--- config.mk ---
export PLATFORM = sky130hd
export DESIGN_NAME = player_action_ctrl
export DESIGN_NICKNAME = d
export VERILOG_FILES = /design/src/rtl/player_action_ctrl.sv
export SDC_FILE = /design/constraint.sdc
export NUM_CORES = 1
export LEC_CHECK = 0
export ABC_AREA = 1
export BUFFER_PORTS_ARGS = -buffer_cell sky130_fd_sc_hd__buf_2
export CAP_MARGIN = 25
export CORE_MARGIN = 2
export CORE_UTILIZATION = 32
export DETAILED_ROUTE_END_ITERATION = 7
export SYNTH_ARGS = -nofsm -noshare
export SYNTH_HDL_FRONTEND = slang
export SYNTH_SLANG_ARGS = --single-unit
--- constraint.sdc ---
create_clock -name clk -period 1.8 [get_ports clk]
set_input_delay 0.09 -clock clk [delete_from_list [all_inputs] [get_ports clk]]
set_output_delay 0.09 -clock clk [all_outputs]
set_load 0.03 [all_outputs]
--- src/rtl/player_action_ctrl.sv ---
`default_nettype none
// ============================================================================
//  Module      : player_action_ctrl
//  Description : Per-player action sequencer between the cleaned button and
//                collision inputs and the player_attack timing engine.
//                Issues attack requests and holds them until the engine
//                acknowledges. Buffers one follow-up attack. Enforces the
//                cooldown and hitstun lockouts. Gates the movement and attack
//                enables so that the two never run together.
//  Ports       : clk, reset (async, active-high)
//                SCEN         - one-cycle frame pulse
//                game_active  - 0 freezes the player
//                atk1_btn/atk2_btn - debounced button levels
//                hit_in       - one-cycle hit pulse from collision logic
//                attack_busy  - attack engine animation in progress
//                atk_req, atk_type, attack_enable, move_enable,
//                attack_abort, buf_valid, ctrl_state - controls and status
//  Revision    : 1.0 - initial release
// ============================================================================
module player_action_ctrl #(
    parameter int COOLDOWN_FRAMES = 4,
    parameter int HITSTUN_FRAMES  = 12,
    parameter int ISSUE_TIMEOUT   = 2
) (
    input  logic       clk,
    input  logic       reset,
    input  logic       SCEN,
    input  logic       game_active,
    input  logic       atk1_btn,
    input  logic       atk2_btn,
    input  logic       hit_in,
    input  logic       attack_busy,
    output logic       atk_req,
    output logic [1:0] atk_type,
    output logic       attack_enable,
    output logic       move_enable,
    output logic       attack_abort,
    output logic       buf_valid,
    output logic [2:0] ctrl_state
);

    typedef enum logic [2:0] {
        ST_IDLE     = 3'd0,
        ST_ISSUE    = 3'd1,
        ST_ATTACK   = 3'd2,
        ST_COOLDOWN = 3'd3,
        ST_HITSTUN  = 3'd4
    } state_t;

    localparam logic [5:0] C_COOLDOWN = 6'(COOLDOWN_FRAMES);
    localparam logic [5:0] C_HITSTUN  = 6'(HITSTUN_FRAMES);
    localparam logic [5:0] C_TIMEOUT  = 6'(ISSUE_TIMEOUT);

    state_t     state;
    logic [5:0] cnt;
    logic [1:0] buf_type;
    logic       btn1_prev;
    logic       btn2_prev;

    // Press detection; ATK1 wins when both buttons rise together.
    logic       press1;
    logic       press2;
    logic       press_any;
    logic [1:0] press_type;

    assign press1     = atk1_btn & ~btn1_prev;
    assign press2     = atk2_btn & ~btn2_prev;
    assign press_any  = press1 | press2;
    assign press_type = press1 ? 2'd1 : 2'd2;

    // Shared frame counter expiry rule for COOLDOWN and HITSTUN: a load of
    // 0 or 1 exits on the first frame.
    logic cnt_expire;
    assign cnt_expire = (cnt <= 6'd1);

    // The edge registers keep sampling even while the game is frozen so a
    // button held across a resume does not look like a fresh press.
    always_ff @(posedge clk or posedge reset) begin
        if (reset) begin
            btn1_prev <= 1'b0;
            btn2_prev <= 1'b0;
        end else begin
            btn1_prev <= atk1_btn;
            btn2_prev <= atk2_btn;
        end
    end

    always_ff @(posedge clk or posedge reset) begin
        if (reset) begin
            state        <= ST_IDLE;
            cnt          <= 6'd0;
            atk_req      <= 1'b0;
            atk_type     <= 2'd0;
            attack_abort <= 1'b0;
            buf_valid    <= 1'b0;
            buf_type     <= 2'd0;
        end else begin
            attack_abort <= 1'b0;
            if (!game_active) begin
                state     <= ST_IDLE;
                cnt       <= 6'd0;
                atk_req   <= 1'b0;
                atk_type  <= 2'd0;
                buf_valid <= 1'b0;
                buf_type  <= 2'd0;
            end else if (hit_in) begin
                // Also covers a re-hit while already in HITSTUN: reload and
                // abort again.
                state        <= ST_HITSTUN;
                cnt          <= C_HITSTUN;
                atk_req      <= 1'b0;
                atk_type     <= 2'd0;
                attack_abort <= 1'b1;
                buf_valid    <= 1'b0;
                buf_type     <= 2'd0;
            end else begin
                case (state)
                    ST_IDLE: begin
                        if (press_any) begin
                            state    <= ST_ISSUE;
                            atk_req  <= 1'b1;
                            atk_type <= press_type;
                            cnt      <= 6'd0;
                        end
                    end
                    ST_ISSUE: begin
                        // cnt counts frames spent waiting for acknowledge.
                        if (attack_busy) begin
                            state   <= ST_ATTACK;
                            atk_req <= 1'b0;
                            cnt     <= 6'd0;
                        end else if (SCEN) begin
                            if (cnt + 6'd1 >= C_TIMEOUT) begin
                                state    <= ST_IDLE;
                                atk_req  <= 1'b0;
                                atk_type <= 2'd0;
                                cnt      <= 6'd0;
                            end else begin
                                cnt <= cnt + 6'd1;
                            end
                        end
                    end
                    ST_ATTACK: begin
                        if (!attack_busy) begin
                            state <= ST_COOLDOWN;
                            cnt   <= C_COOLDOWN;
                        end
                        if (press_any && !buf_valid) begin
                            buf_valid <= 1'b1;
                            buf_type  <= press_type;
                        end
                    end
                    ST_COOLDOWN: begin
                        if (SCEN && cnt_expire) begin
                            cnt <= 6'd0;
                            if (buf_valid) begin
                                state     <= ST_ISSUE;
                                atk_req   <= 1'b1;
                                atk_type  <= buf_type;
                                buf_valid <= 1'b0;
                                buf_type  <= 2'd0;
                            end else if (press_any) begin
                                state    <= ST_ISSUE;
                                atk_req  <= 1'b1;
                                atk_type <= press_type;
                            end else begin
                                state    <= ST_IDLE;
                                atk_type <= 2'd0;
                            end
                        end else begin
                            if (SCEN) begin
                                cnt <= cnt - 6'd1;
                            end
                            if (press_any && !buf_valid) begin
                                buf_valid <= 1'b1;
                                buf_type  <= press_type;
                            end
                        end
                    end
                    ST_HITSTUN: begin
                        if (SCEN) begin
                            if (cnt_expire) begin
                                state <= ST_IDLE;
                                cnt   <= 6'd0;
                            end else begin
                                cnt <= cnt - 6'd1;
                            end
                        end
                    end
                    default: begin
                        state    <= ST_IDLE;
                        cnt      <= 6'd0;
                        atk_req  <= 1'b0;
                        atk_type <= 2'd0;
                    end
                endcase
            end
        end
    end

    assign move_enable   = game_active && (state == ST_IDLE);
    assign attack_enable = game_active && (state != ST_HITSTUN);
    assign ctrl_state    = state;

endmodule
`default_nettype wire

==> results.ini, run 1 <==
[place]
port_buffers = 17
place_hpwl_microns = 2615
post-place-ws_ps = -138.3
finalWeightedCongestion = 0.8719
dp_cells = 293

[timing]
fmax_mhz = 611.7
hold_viol = 0
skew_ps = 5.029
layout_min_cycle_time_ps = 1635
rsz0062_at_grt = no
fin_crit_sh_pct = 90.83
setup_viol = 0
worst_slew_pin_slew_ps = 706.2
setup_slack_ps = 165.1
maxSlewHeadroom_pct = 52.87
slew_violations = 0

[clock_network]
clk_pin_slew_ps = 80
cts_tree = built
root_buffer = clkbuf_8
worst_skew_pair.late_latency_ps = 260
cts_buffers = 3
clockBufferDepth = 2
cts_sinks = 18
htreeDepth = 1

[drt]
drt-vias-per-instance = 4.740
ant_nets = 0
detail_route.wl_per_cell_microns = 11.74
wl_microns = 3523
post-route-drc-count = 0
dr.pass1.iters = 4
num_vias = 1422
drtIter0Drc = 45

[power_and_ir_drop]
ir_worst_vdd_v = 0.0003075
p_clk_share_pct = 30.6
intPower_mw = 0.7420
p_leak_nw = 0.9944
power_density_mw_per_mm2 = 627.1
power_mw = 1.131
power_frac_seq_pct = 39.6
combPwrFrac_pct = 29.8
switchingPower_mw = 0.3886
swShare_pct = 34.37

[synthesis]
ys_types = 24
synth_most_common_cell = nand2_1
synth_edf_count = 0
netlist_area_sq_mm = 0.001396
synth-async-reset-ratio_pct = 100.0
synth_nets = 228
ys.flop_type = dfrtp_1
synth_common_cells = 63 x nand2_1, 32 x inv_1, 25 x nor2_1
synthCells = 216
yosysSeqAreaShare_pct = 32.26
synth_top_area_share_pct = 32.26
yosysWarnings = 0
netlist_top_cells_area = dfrtp_1 32%, nand2_1 17%, inv_1 8.6%
yosysTopAreaCell = dfrtp_1
syn_area_per_cell_sq_um = 6.465
synth_seq_cells = 18

[floorplan]
dieArea_sq_mm = 0.004908
start_util_pct = 32.75
rows = 24
design.core.area_sq_mm = 0.004264
die_h_microns = 70.06
ios = 18
die_w_microns = 70.06

[critical_path]
cp_common_cell = nand2_1
crit_end = atk_req
path_cells = inv_2 -> ha_4 -> or2_4 -> nor2_1 -> nand2_1 -> nor2_4 -> nand3_4 -> nand4_1 -> nand2_1
arrival_ps = 1790
timing.rr.end = atk_req
cpMaxStageDelayCell = dfrtp_1
cp-end-kind = flip-flop
critical_path.max_fanout = 5
required_ps = 1950
timing_worst_setup_path_type = flip-flop to flip-flop
r2r-start = cnt[0]
startpoint_type = flip-flop
cpPeakStageDelay_ps = 420
r2r_slack_ps = 170
reg2reg_depth = 9
worstSetupStartpoint = cnt[0]

[global_route]
grt.overflow.total = 0
grt_pass1_wl_microns = 5892
antenna_found_initial = 0
grt_pass1_vias = 1299
grt_max_degree = 19
grtUsageTotal_pct = 14.96

[outcome]
status = finished, final reports clean

[finish]
final_core_util_pct = 42.28
drive_gt1_share_pct = 30.65
diodes = 0
final_cells = 300
syn_to_final_growth_pct = 29.12
fin_nets = 261

[worst_hold_path]
hold_depth = 3
hold_path_class = primary input to flip-flop

[flow_run]
max_cap_viol_count = 0

## cells by family (layout without fill, tap and decap cells)
kind of cell | after synthesis | after routing | share of synthesized area [%]
AO/OA/AOI/OAI | 22 | 22 | 8.961
AND/OR/NAND/NOR | 132 | 132 | 43.55
adder cells (fa/ha/maj) | 4 | 4 | 3.584
flip-flops | 18 | 18 | 32.26
buffers and inverters | 38 | 70 | 10.40
XOR/XNOR | 2 | 2 | 1.255
## worst max-delay path, delay by kind of cell (launching register included)
kind | cells | cell delay, ps
flip-flops | 1 | 420
buffers and inverters | 1 | 90
adder cells (fa/ha/maj) | 1 | 200
AND/OR/NAND/NOR | 7 | 820
## sequential cells by signal, indices dropped and copies added, names as in the netlist
signal        flops
atk_req           1
atk_type          2
attack_abort      1
btn1_prev         1
btn2_prev         1
buf_type          2
buf_valid         1
cnt               6
ctrl_state        3
## how the worst min path moves through the flow
stage          slack, ps     start      endpoint
6_report             120    hit_in  attack_abort
5_1_grt              130    hit_in  attack_abort
4_1_cts              130    hit_in  attack_abort
3_5_place_dp         210  atk1_btn     btn1_prev
3_3_place_gp         210  atk1_btn     btn1_prev
2_1_floorplan         30     reset       atk_req
## layout by cell type, fill, tap and decap left out, types with 3 or more instances in the layout
cell type / count
inv_1: 28
nand3_2: 6
nor2_2: 5
nand2_1: 59
nand2_2: 12
nand4_1: 6
nor2_4: 7
buf_4: 7
ha_1: 3
o21ai_0: 9
nor2_1: 20
inv_2: 9
nand3_1: 11
nor3_1: 3
dfrtp_1: 18
dlygate4sd3_1: 3
buf_2: 17
clkbuf_8: 4
a21oi_1: 4
## layout make-up
cell class	count	area, sq um
sequential	18	450.4
clock buffer	4	55.05
fill	460	2461
multi-input combinational	160	908.4
timing repair buffer	28	178.9
tap	52	65.06
inverter	38	145.1
## per-layer routing
layer / track usage (%) / vias to the layer above / wire length (microns)
met2: 23.17 / 34 / 1581
li1: - / 749 / -
met4: 6.410 / 0 / 62
met1: 20.98 / 634 / 1765
met3: 1.876 / 5 / 114
met5: 0 / - / 0
## power by group through the flow
stage / combinational, mW / clock (mW) / sequential (mW)
after floorplan: 0.187 / 0 / 0.474
after global placement: 0.289 / 0 / 0.456
after detailed placement: 0.290 / 0 / 0.456
after CTS: 0.304 / 0.366 / 0.448
after global routing: 0.376 / 0.369 / 0.451
final: 0.337 / 0.346 / 0.448
## metrics by stage
stage          TNS [ps]  hold WS (ps)  instance area (sq um)
4_1_cts               0         126.1                   1712
6_report              0         116.3                   1803
5_1_grt               0         128.0                   1803
3_5_place_dp     -470.6         213.0                   1607
2_1_floorplan         0         28.57                   1396
3_3_place_gp     -202.5         211.7                   1607
## what timing repair did
| item | in CTS | in global routing |
|---|---|---|
| hold endpoints to repair | 20 | 0 |
| setup buffers | 0 | 1 |
| endpoints found under the setup margin | 6 | 14 |
| pin swaps | 0 | 12 |
| hold buffers | 3 | 0 |
| resized for setup | 4 | 26 |
No activity file was read; power rests on OpenSTA's default activity.
==> inputs of run 2 (changes only) <==
--- a/config.mk
+++ b/config.mk
@@ -8,9 +8,12 @@
 export ABC_AREA = 1
 export BUFFER_PORTS_ARGS = -buffer_cell sky130_fd_sc_hd__buf_2
 export CAP_MARGIN = 25
+export CORE_ASPECT_RATIO = 0.8
 export CORE_MARGIN = 2
 export CORE_UTILIZATION = 32
 export DETAILED_ROUTE_END_ITERATION = 7
+export SETUP_SLACK_MARGIN = 0.5
+export SKIP_LAST_GASP = 1
 export SYNTH_ARGS = -nofsm -noshare
 export SYNTH_HDL_FRONTEND = slang
 export SYNTH_SLANG_ARGS = --single-unit
==> results.ini, run 2 (same netlist as run 1, synthesis figures left out) <==
[outcome]
status = finished, final reports clean

[finish]
drive_gt1_share_pct = 36.25
fin_nets = 264
syn_to_final_growth_pct = 36.29
nFillCells = 431
top_register = cnt
diodes = 0
largest_reg_flops = 6
final_cell_mix = 57 x nand2_1, 27 x inv_1, 17 x nor2_1, 15 x buf_2, 14 x dfrtp_1
final_common_cell = nand2_1

[place]
place_hpwl_microns = 2630
finalWeightedCongestion = 0.8629
port_buffers = 17

[timing]
layout_min_cycle_time_ps = 1666
setup_tns_ps = 0
slew_violations = 0
rsz0062_at_grt = yes
whs_ps = 114.4
skew_ps = 3.323
fmax_mhz = 600.4
fin_crit_sh_pct = 92.53
setup_viol = 0
maxSlewHeadroom_pct = 51.11
hold_viol = 0
worst_slew_pin_slew_ps = 732.5

[drt]
wl_microns = 3616
detail_route.wl_per_cell_microns = 11.74
dr.pass1.iters = 4
drt-vias-per-instance = 4.692
num_vias = 1445
post-route-drc-count = 0
drtIter0Drc = 96
ant_nets = 0

[floorplan]
ios = 18
design.core.area_sq_mm = 0.004178
start_util_pct = 33.42
die_w_microns = 77.86
die_h_microns = 63.09
dieArea_sq_mm = 0.004911
rows = 21

[clock_network]
cts_tree = built
cts_buffers = 3
cts_sinks = 18
root_buffer = clkbuf_8
worst_skew_pair.late_latency_ps = 260
clockBufferDepth = 2
clk_pin_slew_ps = 80
htreeDepth = 1

[power_and_ir_drop]
p_leak_nw = 1.020
power_density_mw_per_mm2 = 607.6
power_mw = 1.156
ir_worst_vdd_v = 0.0003505

[critical_path]
arrival_ps = 1820
startpoint_type = flip-flop
cp-end-kind = flip-flop
timing_worst_setup_path_type = flip-flop to flip-flop
critical_path.max_fanout = 5
required_ps = 1960

[global_route]
grtUsageTotal_pct = 16.39
grt_pass1_vias = 1407
grt.overflow.total = 0
antenna_found_initial = 0
grt_pass1_wl_microns = 6472
grt_max_degree = 19

[worst_hold_path]
hold_path_class = primary input to flip-flop

[flow_run]
max_cap_viol_count = 0

-- run 2: through the flow --
stage | utilization [%] | worst slack [ps] | instance area, sq um | cells
final | 45.55 | 134.4 | 1903 | 308
after global routing | 45.55 | 50.31 | 1903 | 308
after CTS | 43.82 | 150.9 | 1831 | 308
after detailed placement | 39.08 | 50.32 | 1633 | 293
after global placement | 39.08 | 87.77 | 1633 | 293
after floorplan | - | 246.1 | 1454 | 216
-- run 2: path summary, 6_finish.rpt --
kind | start | end | slack (ps) | cells after the start
worst max-delay path | cnt[0] | ctrl_state[1] | 130 | 9
worst min-delay path | hit_in | attack_abort | 110 | 3
worst max register to register | cnt[0] | ctrl_state[1] | 130 | 9
worst min register to register | atk_type[1] | atk_type[1] | 480 | 2
max in group asynchronous | reset | ctrl_state[1] | 800 | 3
min in group asynchronous | reset | cnt[3] | 500 | 3
-- run 2: final cells by class --
| type | instances | area [sq um] | share of cell area, % |
|---|---|---|---|
| multi-input combinational | 160 | 957.2 | 50.30 |
| timing repair buffer | 31 | 214.0 | 11.24 |
| inverter | 38 | 150.1 | 7.890 |
| clock buffer | 4 | 55.05 | 2.893 |
| tap | 57 | 71.32 | 3.748 |
| sequential | 18 | 455.4 | 23.93 |
-- run 2: critical path, cell delays in order, from the launching register on --
cell and delay, ps:
dfrtp_2 440, inv_2 80, ha_4 190, or2_4 230, nor2_4 80, nand2_2 70, nor2_4 170, nand3_4 120
nand4_1 120, nand2_1 60
-- run 2: timing repair --
action,4_1_cts,5_1_grt
buffers inserted,8,0
setup endpoints to repair,17,17
pin swaps,6,6
hold endpoints to repair,20,0
resized for setup,15,18
hold buffers,3,0
-- run 2: where the power goes --
part,leakage (nW),switching [mW],internal (mW)
logic,0.758,0.234,0.131
registers,0.233,0.0187,0.427
clock network,0.0288,0.151,0.195
-- run 2: routing by layer --
metal / global-route usage (%) / up-vias / wire [microns]
met2: 22.52 / 52 / 1493
li1: - / 751 / -
met3: 4.011 / 4 / 245
met4: 5.134 / 0 / 44
met1: 24.84 / 638 / 1831
met5: 0 / - / 0
==> inputs of run 3 (changes only) <==
--- a/config.mk
+++ b/config.mk
@@ -12,6 +12,7 @@
 export CORE_MARGIN = 2
 export CORE_UTILIZATION = 32
 export DETAILED_ROUTE_END_ITERATION = 7
+export MAX_ROUTING_LAYER = met4
 export SETUP_SLACK_MARGIN = 0.5
 export SKIP_LAST_GASP = 1
 export SYNTH_ARGS = -nofsm -noshare
==> results.ini, run 3 (same netlist as run 1, synthesis figures left out) <==
[outcome]
status = finished, final reports clean

[floorplan]
die_w_microns = 77.86
design.core.area_sq_mm = 0.004178
dieArea_sq_mm = 0.004911
start_util_pct = 33.42
ios = 18
die_h_microns = 63.09
rows = 21

[timing]
hold_viol = 0
worst_slew_pin_slew_ps = 732.5
rsz0062_at_grt = yes
fin_crit_sh_pct = 92.52
setup_tns_ps = 0
slew_violations = 0
fmax_mhz = 600.5
maxSlewHeadroom_pct = 51.11
setup_viol = 0
layout_min_cycle_time_ps = 1665
skew_ps = 3.240

[global_route]
grt_pass1_wl_microns = 6472
grtUsageMet1_pct = 24.93
grtUsageTotal_pct = 16.85
grt_use_met2_pct = 22.52
use_met3_pct = 3.868
grt_pass1_vias = 1405
antenna_found_initial = 0
busiest_layer = met1
grt_max_degree = 19
grt.overflow.total = 0

[flow_run]
max_cap_viol_count = 0

[critical_path]
arrival_ps = 1820
critical_path.max_fanout = 5
worstSetupStartpoint = cnt[0]
timing_worst_setup_path_type = flip-flop to flip-flop
cp-end-kind = flip-flop
required_ps = 1960
startpoint_type = flip-flop
r2r-start = cnt[0]

[place]
port_buffers = 17
dp_cells = 293
finalWeightedCongestion = 0.8768
place_hpwl_microns = 2630

[finish]
final_cell_mix = 57 x nand2_1, 27 x inv_1, 17 x nor2_1, 15 x buf_2, 14 x dfrtp_1
multi_input_area_sq_um = 957.2
syn_to_final_growth_pct = 36.29
top_register = cnt
final_cells = 308
fin_nets = 264
drive_gt1_share_pct = 36.25
ff_latch_area_sq_um = 455.4
nFillCells = 431
diodes = 0
final_common_cell = nand2_1
largest_reg_flops = 6

[clock_network]
clk_pin_slew_ps = 80
clockBufferDepth = 2
cts_sinks = 18
htreeDepth = 1
cts_buffers = 3
root_buffer = clkbuf_8
worst_skew_pair.late_latency_ps = 260
cts_tree = built

[drt]
drt-vias-per-instance = 4.688
drtIter0Drc = 94
wl_microns = 3617
dr.pass1.iters = 4
detail_route.wl_per_cell_microns = 11.74
post-route-drc-count = 0
num_vias = 1444
ant_nets = 0

[worst_hold_path]
min_from = hit_in
hold_path_class = primary input to flip-flop

[power_and_ir_drop]
p_leak_nw = 1.020
power_density_mw_per_mm2 = 608.2
ir_worst_vdd_v = 0.0003503

[run 3: final timing paths]
path                       cells after the start  slack [ps]            end
setup / recovery                               9         130  ctrl_state[1]
hold / removal                                 3         110   attack_abort
setup reg to reg                               9         130  ctrl_state[1]
hold reg to reg                                2         480    atk_type[1]
max in group asynchronous                      3         800  ctrl_state[1]
min in group asynchronous                      3         490         cnt[3]
[run 3: metrics by stage]
stage / power, mW / hold slack, ps / setup slack, ps / util, % / area [sq um]
after floorplan: 0.6803 / 28.30 / 246.1 / - / 1454
after global placement: 0.7608 / 214.6 / 87.77 / 39.08 / 1633
after detailed placement: 0.7602 / 217.7 / 50.32 / 39.08 / 1633
after CTS: 1.151 / 109.2 / 150.9 / 43.82 / 1831
after global routing: 1.236 / 147.7 / 50.31 / 45.55 / 1903
final: 1.157 / 113.2 / 134.7 / 45.55 / 1903
[run 3: where the power goes]
part	leakage (nW)	total [mW]	switching, mW	internal (mW)
clock	0.0288	0.347	0.152	0.195
sequential	0.233	0.446	0.0187	0.427
combinational	0.758	0.365	0.234	0.131
[run 3: worst max-delay path: stages (launching register included)]
cell,delay [ps]
dfrtp_2,440
inv_2,80
ha_4,190
or2_4,230
nor2_4,80
nand2_2,70
nor2_4,170
nand3_4,120
nand4_1,120
nand2_1,60
[run 3: final cells by class]
class	instances	area share (%)
multi-input combinational	160	50.30
sequential	18	23.93
timing repair buffer	31	11.24
inverter	38	7.890
tap	57	3.748
clock buffer	4	2.893
[run 3: per-layer routing]
metal / up-vias / share of wire (%)
met5: - / 0
met4: 0 / 1.2
met3: 4 / 6.8
met2: 51 / 41
met1: 638 / 51
li1: 751 / -
[run 3: what timing repair did]
| action | in CTS | in global routing |
|---|---|---|
| resized for setup | 15 | 18 |
| endpoints found under the hold margin | 20 | 0 |
| pin swaps | 6 | 6 |
| hold buffers | 3 | 0 |
| endpoints found under the setup margin | 17 | 17 |
| buffers inserted | 8 | 0 |
